## config.mk

```make
export PLATFORM = sky130hd
export DESIGN_NAME = secmem_scanner
export DESIGN_NICKNAME = d
export VERILOG_FILES = /design/src/rtl/secmem_pkg.sv /design/src/rtl/secmem_scanner.sv
export SDC_FILE = /design/constraint.sdc
export NUM_CORES = 1
export LEC_CHECK = 0
export ABC_AREA = 1
export CAP_MARGIN = 20
export CORE_ASPECT_RATIO = 0.5
export CORE_UTILIZATION = 51
export CTS_CLUSTER_DIAMETER = 40
export DETAILED_ROUTE_END_ITERATION = 8
export PLACE_DENSITY = 0.81
export SYNTH_ARGS = -nofsm -noshare
export SYNTH_HDL_FRONTEND = slang
export SYNTH_SLANG_ARGS = --single-unit
```

## constraint.sdc

```tcl
create_clock -name clk -period 2.5 [get_ports clk]
set_clock_uncertainty 0.05 [all_clocks]
set_input_delay 0.375 -clock clk [delete_from_list [all_inputs] [get_ports clk]]
set_output_delay 0.375 -clock clk [all_outputs]
set_load 0.02 [all_outputs]
```

## src/rtl/secmem_pkg.sv

```systemverilog
// secmem_pkg: shared widths, mask byte and scanner state type for the secure memory path.
package secmem_pkg;
  localparam int ADDR_W = 5;
  localparam int DATA_W = 8;
  localparam logic [DATA_W-1:0] MASK_BYTE = 8'h3F;
  typedef enum logic [1:0] {IDLE, SETTLE, PRESENT, DONE} scan_state_t;
endpackage

```

## src/rtl/secmem_scanner.sv

```systemverilog
// secmem_scanner: sweeps secure_memory over an address range and hands each settled byte downstream.
module secmem_scanner
  import secmem_pkg::*;
#(
  parameter logic [ADDR_W-1:0] ADDR_FIRST = 5'd0,
  parameter logic [ADDR_W-1:0] ADDR_LAST = 5'd31,
  parameter int SETTLE = 2
) (
  input  logic              clk,
  input  logic              rst_n,
  input  logic              start,
  input  logic              abort,
  output logic [ADDR_W-1:0] mem_address,
  input  logic [DATA_W-1:0] mem_value,
  output logic [DATA_W-1:0] out_data,
  output logic [ADDR_W-1:0] out_addr,
  output logic              out_valid,
  input  logic              out_ready,
  output logic              busy,
  output logic              done,
  output logic [ADDR_W:0]   byte_count
);
  if (SETTLE < 1 || SETTLE > 15) begin : g_bad_settle
    $error("secmem_scanner: SETTLE must lie in 1..15");
  end
  // The parameter SETTLE hides the state of the same name, so the state is reached through the package.
  localparam scan_state_t S_SETTLE = secmem_pkg::SETTLE;
  localparam logic [3:0] CNT_INIT = 4'(SETTLE - 1);
  scan_state_t state, state_n;
  logic [3:0] cnt;
  logic last, go, smp, hs;
  always_comb begin
    last = mem_address == ADDR_LAST;
    go = !abort && state == IDLE && start;
    smp = !abort && state == S_SETTLE && cnt == 4'd0;
    hs = !abort && state == PRESENT && out_ready;
    state_n = abort ? IDLE :
              go ? S_SETTLE :
              smp ? PRESENT :
              hs ? (last ? DONE : S_SETTLE) :
              state == DONE ? IDLE : state;
  end
  assign out_valid = state == PRESENT;
  assign busy = state != IDLE;
  assign done = state == DONE;
  always_ff @(posedge clk or negedge rst_n) begin
    if (!rst_n) state <= IDLE;
    else state <= state_n;
  end
  always_ff @(posedge clk or negedge rst_n) begin
    if (!rst_n) begin
      mem_address <= '0;
      cnt <= '0;
      out_data <= '0;
      out_addr <= '0;
      byte_count <= '0;
    end else begin
      if (go || (hs && !last)) begin
        mem_address <= go ? ADDR_FIRST : mem_address + 1'b1;
        cnt <= CNT_INIT;
      end else if (!abort && state == S_SETTLE && cnt != 4'd0) cnt <= cnt - 4'd1;
      if (smp) begin
        out_data <= mem_value;
        out_addr <= mem_address;
      end
      if (go || hs) byte_count <= go ? '0 : byte_count + 6'd1;
    end
  end
endmodule

```

==> impl_metrics.env <==
export IMPL_finalSetupViolCount=0
export IMPL_p_comb_share_pct=42.6
export IMPL_layout_commonest_cell="nand2_1"
export IMPL_final_max_slew_viol_count=0
export IMPL_h_tree_depth=2
export IMPL_drt_wirelength_per_cell_um=11.2
export IMPL_critPathKind="reg -> out"
export IMPL_grt_pass1_wl_um=4670
export IMPL_power_frac_clock_pct=18.6
export IMPL_fmax_ghz=0.513
export IMPL_p_seq_share_pct=38.8
export IMPL_cts_made_buffers=5
export IMPL_synth_seq_cells=30
export IMPL_syn_area_sq_mm=0.00148
export IMPL_dp_slack_ns=0.628
export IMPL_dp_hpwl_um=2130
export IMPL_start_kind="flip-flop"
export IMPL_worst_r2r_setup_slack_ns=0.85
export IMPL_area_growth_pct=33.3
export IMPL_cts_setup_buffers=0
export IMPL_cap_viol_max_count=0
export IMPL_grt_max_degree=31
export IMPL_period_needed_ns=1.95
export IMPL_fin_tns_setup_ns=0
export IMPL_die_x_um=78.3
export IMPL_end_kind="output port"
export IMPL_fillCellCount=200
export IMPL_cts_resized=0
export IMPL_timing_rr_start="cnt[0]"
export IMPL_layout_common_cells="nand2_1, clkdlybuf4s50_1, dfrtp_1"
export IMPL_swShare_pct=38.8
export IMPL_routed_wl_um=2940
export IMPL_fin_total_pwr_uw=1940
export IMPL_holdWs_ns=0.419
export IMPL_crit_slowest_cell="clkdlybuf4s50_1"
export IMPL_arrival_ns=1.52
export IMPL_p_sw_uw=752
export IMPL_grt_usage_pct=21.1
export IMPL_tritoncts="yes"
export IMPL_seq_area_frac_synth_pct=50.6
export IMPL_place_congestion=0.766
export IMPL_cp_max_fo=5
export IMPL_synth_area_top_cells="dfrtp_1, nand2_1, nand3_1, inv_1, ha_1"
export IMPL_layout_drive_gt1_share_pct=10.2
export IMPL_timing_rr_end="state[1]"
export IMPL_worst_slack_ns=0.551
export IMPL_ir_drop_mv=0.571
export IMPL_slowest_delay_ns=0.54
export IMPL_drc=0
export IMPL_synth_area_leader_cell="dfrtp_1"
export IMPL_syn_nets=199
export IMPL_p_leak_uw=0.00102
export IMPL_ys_warn_count=0
export IMPL_avgSynthCellArea_sq_um=8.15
export IMPL_fp_dieH_um=40.1
export IMPL_first_global_vias=1038
export IMPL_synth_cell_types=23
export IMPL_final_nets=242
export IMPL_outcome="finished, final reports clean"
export IMPL_ff2ff_path_depth=8
export IMPL_coreArea_sq_mm=0.00268
export IMPL_cp_data_required_time_ns=2.08
export IMPL_rsz0062_at_grt="false"
export IMPL_drtAntennaViolNets=0
export IMPL_vias=1294
export IMPL_dr_pass1_iters=4
export IMPL_drt_iter0_drc=83
export IMPL_n_antenna_cell=0
export IMPL_period_share_pct=78.0
export IMPL_ctsRootBufferMaster="clkbuf_8"
export IMPL_crit_family="buffers and inverters"
export IMPL_clockBufferDepth=2
export IMPL_port_buffers=39
export IMPL_tightest_slew_ns=0.369
export IMPL_grt_ovfl_total=0
export IMPL_dieArea_sq_mm=0.00314
export IMPL_antenna_found_initial=0
export IMPL_ioPinCount=40
export IMPL_start_util_pct=55.3
export IMPL_cts_sinks=30
export IMPL_cellPowerDensity_mw_per_mm2=980
export IMPL_slew_headroom_pct=75.4
export IMPL_synthCells=182
export IMPL_clkTransAtPathRegs_ns=0.06
export IMPL_yosysTopAreaCellShare_pct=50.6
export IMPL_min_path_type="in -> async"
export IMPL_clk_insertion_delay_late_ns=0.29
export IMPL_row_count=13
export IMPL_path_cells="nor2_1, inv_1, clkdlybuf4s50_1"
export IMPL_p_int_uw=1190
export IMPL_crit_buf_inv=2
export IMPL_cts_hold_buf=0
export IMPL_viasPerCell=4.94
export IMPL_hold_viol_final=0
==> cell families after synthesis <==
family	Yosys count	synth area share, %
compound gates	12	5.06
xor+xnor	3	1.77
fa+ha+maj	4	3.37
buf+inv	22	6.49
flops	30	50.6
simple gates	111	32.7
==> per-stage QoR <==
stage	utilization (%)	instances	area, sq um
6_report	73.7	262	1980
5_1_grt	73.7	262	1980
4_1_cts	73.7	262	1980
3_5_place_dp	70.8	255	1900
3_3_place_gp	70.8	255	1900
2_1_floorplan	-	182	1480
==> routing by layer <==
layer  track usage, %  part of all wire (%)
met1             28.1                    50
met2             31.8                    44
met3             7.05                   4.3
met4             9.72                   1.2
met5                0                     0
==> flip-flops by register name, summed over array words and instances, names as in the netlist <==
signal / cells
out_addr: 5
cnt: 4
out_data: 8
mem_address: 5
byte_count: 6
state: 2
==> layout make-up <==
type                    count  area (sq um)  area share, %
well taps                  37          46.3           2.34
multi-input cells         130           637           32.2
flip-flops and latches     30           751           38.0
inverters                  18          67.6           3.42
clock inverters             2          10.0          0.506
clock buffers               5          68.8           3.48
repair buffers             40           398           20.1
==> worst register-to-register path: cells and delay by family (launching register included) <==
kind	cells	cell delay [ns]
AOI/OAI and AO/OA	1	0.16
adders and majority gates	1	0.23
buffers and inverters	3	0.33
and+or+nand+nor	3	0.42
DFF	1	0.35
==> power by group through the flow <==
| stage | clock (uW) | sequential [uW] | combinational (uW) |
|---|---|---|---|
| after detailed placement | 0 | 759 | 833 |
| after global placement | 0 | 754 | 815 |
| final | 361 | 751 | 826 |
| after global routing | 385 | 773 | 914 |
| after floorplan | 0 | 884 | 359 |
| after CTS | 367 | 752 | 835 |
==> synth_stat cells (all sizes together) <==
master / count
ha: 4
xnor2: 1
xor2: 2
nand4: 3
nand2: 78
nor3b: 1
nor2: 11
or2: 2
dfrtp: 30
inv: 18
a21oi: 2
nand3: 16
buf: 4
o21ai: 10
==> how the worst max path moves through the flow <==
stage                     slack (ns)  cells after the start            from        to
after CTS                       0.55                      3        state[0]      busy
after global placement          0.64                      6           abort  state[1]
final                           0.55                      3        state[0]      busy
after floorplan                 0.92                      9  mem_address[0]    cnt[3]
after global routing            0.47                      3        state[0]      busy
after detailed placement        0.63                      6           abort  state[1]
(Power assumes the default switching activity.)
